$ cat config.mk
export PLATFORM = sky130hd
export DESIGN_NAME = mandel_pixel_walker
export DESIGN_NICKNAME = d
export VERILOG_FILES = /design/src/rtl/mandel_pixel_walker.sv
export SDC_FILE = /design/constraint.sdc
export NUM_CORES = 1
export LEC_CHECK = 0
export ABC_AREA = 1
export CORE_AREA = 5 5 188 190
export CTS_BUF_LIST = sky130_fd_sc_hd__clkbuf_8
export DETAILED_ROUTE_END_ITERATION = 8
export DIE_AREA = 0 0 193 195
export PLACE_DENSITY_LB_ADDON = 0.25
export SLEW_MARGIN = 20
export SYNTH_ARGS = -nofsm -noshare
export SYNTH_HDL_FRONTEND = slang
export SYNTH_SLANG_ARGS = --single-unit
export TNS_END_PERCENT = 20
$ cat constraint.sdc
create_clock -name clk -period 2.1 [get_ports clk]
set_input_delay 0.525 -clock clk [delete_from_list [all_inputs] [get_ports clk]]
set_output_delay 0.525 -clock clk [all_outputs]
set_load 0.01 [all_outputs]
$ cat src/rtl/mandel_pixel_walker.sv
// mandel_pixel_walker: walks a frame (or a column-interleaved slice of it) and
// issues one signed 4.23 coordinate plus pixel (x, y) per valid/ready transfer.
module mandel_pixel_walker #(
  parameter int unsigned H_PIXELS = 640,
  parameter int unsigned V_PIXELS = 480,
  parameter int unsigned STRIDE   = 1,
  parameter int unsigned OFFSET   = 0,
  localparam int unsigned CW      = 27,
  localparam int unsigned XW      = $clog2(H_PIXELS),
  localparam int unsigned YW      = $clog2(V_PIXELS)
) (
  input  logic          clk,
  input  logic          reset,
  input  logic          start,
  input  logic          abort,
  input  logic [CW-1:0] x_min,
  input  logic [CW-1:0] y_max,
  input  logic [CW-1:0] dx,
  input  logic [CW-1:0] dy,
  output logic          out_val,
  input  logic          out_rdy,
  output logic [CW-1:0] out_c_r,
  output logic [CW-1:0] out_c_i,
  output logic [XW-1:0] out_x,
  output logic [YW-1:0] out_y,
  output logic          busy,
  output logic          frame_done
);

  typedef enum logic {IDLE, ISSUE} state_e;

  state_e        state_q, state_d;
  logic [CW-1:0] cr_q, cr_d;
  logic [CW-1:0] ci_q, ci_d;
  logic [CW-1:0] row_cr_q, row_cr_d;   // c_r of the first column of every row
  logic [CW-1:0] step_q, step_d;       // STRIDE*dx, c_r increment per issued column
  logic [CW-1:0] dy_q, dy_d;
  logic [XW-1:0] x_q, x_d;
  logic [YW-1:0] y_q, y_d;
  logic          val_q, val_d;
  logic          busy_q, busy_d;
  logic          done_q, done_d;

  logic          xfer_c;
  logic          row_more_c;
  logic          last_row_c;

  assign xfer_c     = val_q & out_rdy;
  assign row_more_c = (32'(x_q) + STRIDE) < H_PIXELS;
  assign last_row_c = (y_q == YW'(V_PIXELS - 1));

  // Next-state: capture viewport on start, advance on each transfer, abort overrides.
  always_comb begin
    state_d  = state_q;
    cr_d     = cr_q;
    ci_d     = ci_q;
    row_cr_d = row_cr_q;
    step_d   = step_q;
    dy_d     = dy_q;
    x_d      = x_q;
    y_d      = y_q;
    val_d    = val_q;
    busy_d   = busy_q;
    done_d   = 1'b0;

    case (state_q)
      IDLE: begin
        if (start) begin
          row_cr_d = x_min + CW'(OFFSET) * dx;
          step_d   = CW'(STRIDE) * dx;
          dy_d     = dy;
          cr_d     = x_min + CW'(OFFSET) * dx;
          ci_d     = y_max;
          x_d      = XW'(OFFSET);
          y_d      = '0;
          val_d    = 1'b1;
          busy_d   = 1'b1;
          state_d  = ISSUE;
        end
      end
      ISSUE: begin
        if (xfer_c) begin
          if (row_more_c) begin
            x_d  = x_q + XW'(STRIDE);
            cr_d = cr_q + step_q;
          end else if (last_row_c) begin
            val_d   = 1'b0;
            busy_d  = 1'b0;
            done_d  = 1'b1;
            state_d = IDLE;
          end else begin
            x_d  = XW'(OFFSET);
            y_d  = y_q + YW'(1);
            cr_d = row_cr_q;
            ci_d = ci_q - dy_q;
          end
        end
      end
      default: state_d = IDLE;
    endcase

    if (abort) begin
      val_d   = 1'b0;
      busy_d  = 1'b0;
      done_d  = 1'b0;
      state_d = IDLE;
    end
  end

  // State and datapath registers with synchronous reset.
  always_ff @(posedge clk) begin
    if (reset) begin
      state_q  <= IDLE;
      cr_q     <= '0;
      ci_q     <= '0;
      row_cr_q <= '0;
      step_q   <= '0;
      dy_q     <= '0;
      x_q      <= '0;
      y_q      <= '0;
      val_q    <= 1'b0;
      busy_q   <= 1'b0;
      done_q   <= 1'b0;
    end else begin
      state_q  <= state_d;
      cr_q     <= cr_d;
      ci_q     <= ci_d;
      row_cr_q <= row_cr_d;
      step_q   <= step_d;
      dy_q     <= dy_d;
      x_q      <= x_d;
      y_q      <= y_d;
      val_q    <= val_d;
      busy_q   <= busy_d;
      done_q   <= done_d;
    end
  end

  assign out_val    = val_q;
  assign out_c_r    = cr_q;
  assign out_c_i    = ci_q;
  assign out_x      = x_q;
  assign out_y      = y_q;
  assign busy       = busy_q;
  assign frame_done = done_q;

endmodule
# ---- Word-level counts from Yosys, hierarchy flattened
# Index checks and enable logic that the tools add are counted.
# W data, S select, Z words.
dict set report word_totals {
  reg_bits 157
  out_inout_bits 76
  elab_cells 63
}
dict set report classes {
  n_addsub 5
  n_lt_le_gt_ge 1
  n_eq_ne 7
  muxes 31
  bitwise 3
  n_reduce_logical 6
}
# cell count
set op_table {}
lappend op_table {{$mux W27} 8}
lappend op_table {{$pmux W27 S2} 2}
lappend op_table {{$mux W10} 4}
lappend op_table {{$mux W9} 4}
lappend op_table {{$add A27 B27 Y27} 1}
lappend op_table {{$sub A27 B27 Y27} 1}
lappend op_table {{$pmux W10 S2} 1}
lappend op_table {{$pmux W9 S2} 1}
lappend op_table {{$add A10 B1 Y11 const B} 1}
lappend op_table {{$lt A11 B10 Y1 const B} 1}
lappend op_table {{$add A10 B1 Y10 const B} 1}
lappend op_table {{$add A9 B1 Y9 const B} 1}
lappend op_table {{$eq A9 B9 Y1 const B} 1}
lappend op_table {{$mux W1} 9}
lappend op_table {{$reduce_and A4 Y1} 2}
lappend op_table {{$ne A2 B2 Y1 const B} 3}
lappend op_table {{$reduce_or A5 Y1} 1}
lappend op_table {{$ne A2 B1 Y1 const B} 2}
lappend op_table {{$pmux W1 S2} 2}
lappend op_table {{$ne A3 B3 Y1 const B} 1}
lappend op_table {{$reduce_and A3 Y1} 1}
lappend op_table {{$not A1 Y1} 2}
lappend op_table {{$reduce_and A2 Y1} 1}
lappend op_table {{$reduce_or A2 Y1} 1}
lappend op_table {{$and A1 B1 Y1} 1}

# ---- Depth between registers and ports, before layout
dict set report logic_depth {
  ltp_word 5
  mapped_depth 17
  ltp_nobuf 16
}

# ---- Least setup slack after synthesis
# No wires, ideal clock.
dict set report synth_path {
  kind {register -> register}
  from {reg cr_q[0] (netlist: out_c_r[0])}
  to {reg cr_q[16] (netlist: out_c_r[16])}
  setup_ns 0.111
  arrival_ns 1.882
  required_time_ns 1.989
  setup_slack_ns 0.107
  path_stages_with_launch 16
  path_buffers 0
  synth_period_minus_slack_ns 1.993
  path_cell_list {dfxtp_1 > ha_1 > inv_1 > fa_1 > inv_1 > nand3_1 > nand2_1 > nand2_1 > nand2_1 > nand3_1 > nand3_1 > nand2_1 > nor2_1 > nor2_1 > nor2_1 > nor2_1}
}
dict set report synth_between {
  elab_chain_cells 4
}
# item line_no
set synth_rtl {}
lappend synth_rtl {{start, declared} 33} ;# logic [CW-1:0] cr_q, cr_d;
lappend synth_rtl {{start signal, assigned} 126} ;# cr_q <= cr_d;
lappend synth_rtl {{$add A27 B27 Y27} 85} ;# cr_d = cr_q + step_q;
lappend synth_rtl {{$mux W27} 83} ;# if (row_more_c) begin
lappend synth_rtl {{$mux W27} 82} ;# if (xfer_c) begin
lappend synth_rtl {{$pmux W27 S2} 66} ;# case (state_q)
# Every way passes these cells. The select of a mux whose other input is x is not followed.
# A chain may end at the register's enable or synchronous reset.

# ---- Worst setup path in the final report
dict set report layout_path {
  from {reg cr_q[6] (netlist: out_c_r[6])}
  to {out out_c_r[6]}
}
# item line_no
set layout_lines {}
lappend layout_lines {{end, declared} 22} ;# output logic [CW-1:0] out_c_r,
# No word-level cell between the ends.

==> results by stage <==
Power:
- The largest vdd supply drop is 0.3975 mV.
- The design draws roughly 8700 uW.
- In this run the power density over the cells is between 500 and 600 nW/um^2.
- The cell leakage power is 0.007112 uW.

Global routing:
- The number of antenna violations at the first check in global routing is 0.
- Entering global routing, the biggest net connects 75 pins.
- Across every metal layer, demand over resource in global routing totals 0.1931.
- The first-pass GRT wire length is 58500 um.
- The total congestion overflow after global routing is 0.
- The number of global-route vias before repair is 11340.

Placed design:
- Timing analysis after detailed placement gives a worst setup slack of -0.1683 ns.
- The number of port buffers is between 150 and 200.
- The routability congestion estimate is around 0.93.
- Summed over all nets, the half-perimeter wirelength after detailed placement is between 20000 and 30000 um.

Detailed routing:
- The first detailed-routing pass ran for 5 iterations.
- The post-route DRC violation count is 0.
- The post-detailed-routing wire length is 37430 um.
- The initial detailed-routing violation count is between 700 and 800.
- The detailed router placed 11760 vias in this run.
- In this run the remaining antenna-violating nets after routing total 0.
- In the routed layout, each cell is associated on average with a via count of around 4.7.
- Dividing the detail-routed wire length by the instance count gives approximately 15 um.

STA:
- The number of slew-limit violations in the final report was 0.
- The clock skew is between 0.015 and 0.02 ns.
- The final worst setup slack is around 0.036 ns.
- Final hold analysis gives a worst-case slack of approximately 0.45 ns.
- The number of hold violations in the final report is 0.
- Dividing the final minimum period by the clock period gives 0.9829.
- Setup repair after global routing could not meet its margin everywhere.
- Timing would allow up to approximately 0.48 GHz.
- At the pin with the least slew margin, the transition time is 0.4152 ns.
- Adding up every negative setup slack in the final design gives 0 ns.
- The shortest clock period the worst path allows after layout is approximately 2.1 ns.
- The worst pin sits at a relative slew slack of 0.7222.
- The number of setup violations in the final report is 0.

Yosys:
- The synthesis warning total is 0.
- After synthesis, the netlist uses 36 different library cells.
- For this run, the register share of the synthesized area comes to 0.2902.
- The mean instance size in the synthesized netlist is approximately 5.9 sq um.
- Synthesis produced a netlist whose cell count is about 1800.
- The total nets after synthesis is between 1500 and 2000.
- In this run the cell area of the synthesized design comes to between 10000 and 15000 sq um.
- After synthesis the netlist holds a flip-flop and latch count of 157.

Floorplan:
- The initialized floorplan defines 67 standard-cell rows.
- The floorplan step set the die width to roughly 190 um.
- The die area is 37640 sq um.
- The area of the core region is roughly 33000 sq um.
- The height of the chip is 195 um.
- The number of top-level pins is approximately 190.
- The initial core utilization is 0.3254.

Setup path:
- Counting both buffers and inverters, the worst setup path holds a total of 1.
- The endpoint arrival time on the critical path is 1.54 ns.
- The highest net fanout along the worst path is 3.
- The largest individual stage delay along the critical path comes from the cell clkdlybuf4s50_1.
- The startpoint kind of the worst setup timing path is a flop.
- The critical path data required time is about 1.6 ns.
- The cell family with the largest share of critical-path delay is buffers and inverters.
- The worst stage delay on the critical path is a little under 0.6 ns.
- Traced cell by cell, the critical path runs through clkdlybuf4s50_1.
- The worst setup path is captured at an output port.
- The type of the setup path with the least slack is reg2out.

Final layout:
- The share of layout cells above drive strength 1 is 0.1140.
- The repair_antennas step left the layout with diodes totalling 0.
- The final layout contains around 2200 nets.
- The post-route core utilization is 0.4370.
- The area added between synthesis and finish is 34.29%.

Clocking:
- The number of levels in the clock H-tree is 4.
- TritonCTS built the clock tree.
- The clock transition time at the flip-flop clock pins of the worst setup and hold paths is 0.10 ns.
- The insertion delay to the later sink of the worst-skew pair is between 0.4 and 0.5 ns.
- The cell sitting at the root of the clock tree is a clkbuf_8.
- The number of clock buffers inserted by TritonCTS is 17.
- The sink count of the clock tree is ~160.
- The maximum number of buffers from clock root to sink is 2.
- The number of hold-repair buffers added at the cts stage is 0.

Flow run:
- Across the run, the number of max-cap violations was 0.

Status:
- The run finished with clean final reports.

Hold path:
- The path class of the tightest hold or removal check is reg2reg.
-- worst paths after layout --
kind / start / endpoint / slack (ns) / cells after the start
max: out_c_r[6]$_SDFFE_PP0P_ / out_c_r[6] / 0.04 / 1
min: row_cr_q[9]$_SDFFE_PP0P_ / row_cr_q[9]$_SDFFE_PP0P_ / 0.45 / 2
max reg2reg: out_c_i[0]$_SDFFE_PP0P_ / out_c_i[8]$_SDFFE_PP0P_ / 0.04 / 15
min reg2reg: row_cr_q[9]$_SDFFE_PP0P_ / row_cr_q[9]$_SDFFE_PP0P_ / 0.45 / 2
-- per-stage QoR --
stage	cell area [sq um]	cells
floorplan	10830	1829
global placement	13630	2469
detailed placement	13630	2469
CTS	14040	2501
global route	14540	2510
finish	14540	2510
-- state kept, by name, indices dropped and copies added, names as in the netlist --
register    cells
row_cr_q       27
frame_done      1
out_c_r        27
busy            1
step_q         27
out_x          10
out_y           9
out_c_i        27
dy_q           27
state_q         1
-- logic make-up after synthesis --
group,count (synthesis),share of synthesized area
adders and majority gates,56,0.06608
and+or+nand+nor,1004,0.3822
buffers and inverters,346,0.1263
AOI/OAI and AO/OA,235,0.1102
DFF,157,0.2902
xor gates and xnor gates,31,0.02507
-- cells in the mapped netlist, drive strengths merged --
library cell  instances  share of area
clkbuf               43          0.015
ha                   54          0.062
clkinv                1        0.00035
a21boi                2         0.0014
buf                  24          0.014
nor3                  9         0.0042
xnor2                19          0.015
nand3b                5         0.0035
nand3               136          0.064
dfxtp               157           0.29
a21o                  1        0.00069
nand2               591           0.21
nor4                  1        0.00058
o21a                  1        0.00069
xor2                 12         0.0097
nand4                23          0.013
or2                  10         0.0058
inv                 278          0.097
o21ai               106          0.049
nor2                221          0.078
a21oi               122          0.056
fa                    2         0.0037
and2                  8         0.0046
o211ai                1        0.00069
o21bai                2         0.0014
-- final cells by class --
class | count | area (sq um)
multi-input cells | 1326 | 6674
clock inverters | 13 | 138.9
inverters | 279 | 1061
flip-flops and latches | 157 | 3163
fillers | 3565 | 18740
repair buffers | 268 | 2685
clock buffers | 19 | 261.5
well taps | 448 | 560.5
-- where the power goes --
| part | leakage, uW | internal, uW | total [uW] | switching (uW) |
|---|---|---|---|---|
| Clock | 0.000196 | 1120 | 2380 | 1260 |
| Sequential | 0.00130 | 3190 | 3340 | 153 |
| Combinational | 0.00561 | 1270 | 2980 | 1720 |
-- routing by layer --
| metal | vias up | GRT usage | share of wire |
|---|---|---|---|
| li1 | 6136 | - | - |
| met1 | 5292 | 0.2471 | 0.46 |
| met2 | 286 | 0.3344 | 0.48 |
| met3 | 45 | 0.03429 | 0.046 |
| met4 | 0 | 0.05062 | 0.020 |
| met5 | - | 0 | 0 |
-- layout by cell type, fill, tap and decap left out, types with 4 or more instances in the layout --
cell type        netlist  routed
a21oi_2                0       9
ha_2                   0       9
inv_1                274     269
ha_1                  54      38
clkinvlp_4             0       4
or2_2                 10       9
nand3_2                0      15
clkdlybuf4s50_1        0     181
nor2_2                 2      15
inv_2                  3       7
nor3_1                 9       9
dlymetal6s2s_1         0       5
o21ai_1                1       7
o21ai_0              105      98
nand2_2                3      17
nor2_1               218     203
xor2_1                12      11
nand2_1              586     569
ha_4                   0       7
nand3_1              135     120
dfxtp_2                0      16
xnor2_1               19      18
nand3b_1               5       5
dfxtp_1              157     141
and2_1                 8       8
clkbuf_8               0      19
nand4_1               23      23
a21oi_1              122     113
buf_12                 0      10
buf_4                  6      64
-- what timing repair did --
action / in CTS / in global routing
gates resized for setup: 12 / 113
gates cloned: 0 / 3
pin swaps: 0 / 30
endpoints found under the setup margin: 22 / 81
buffers inserted: 0 / 6
Power figures use the tool's default switching activity.
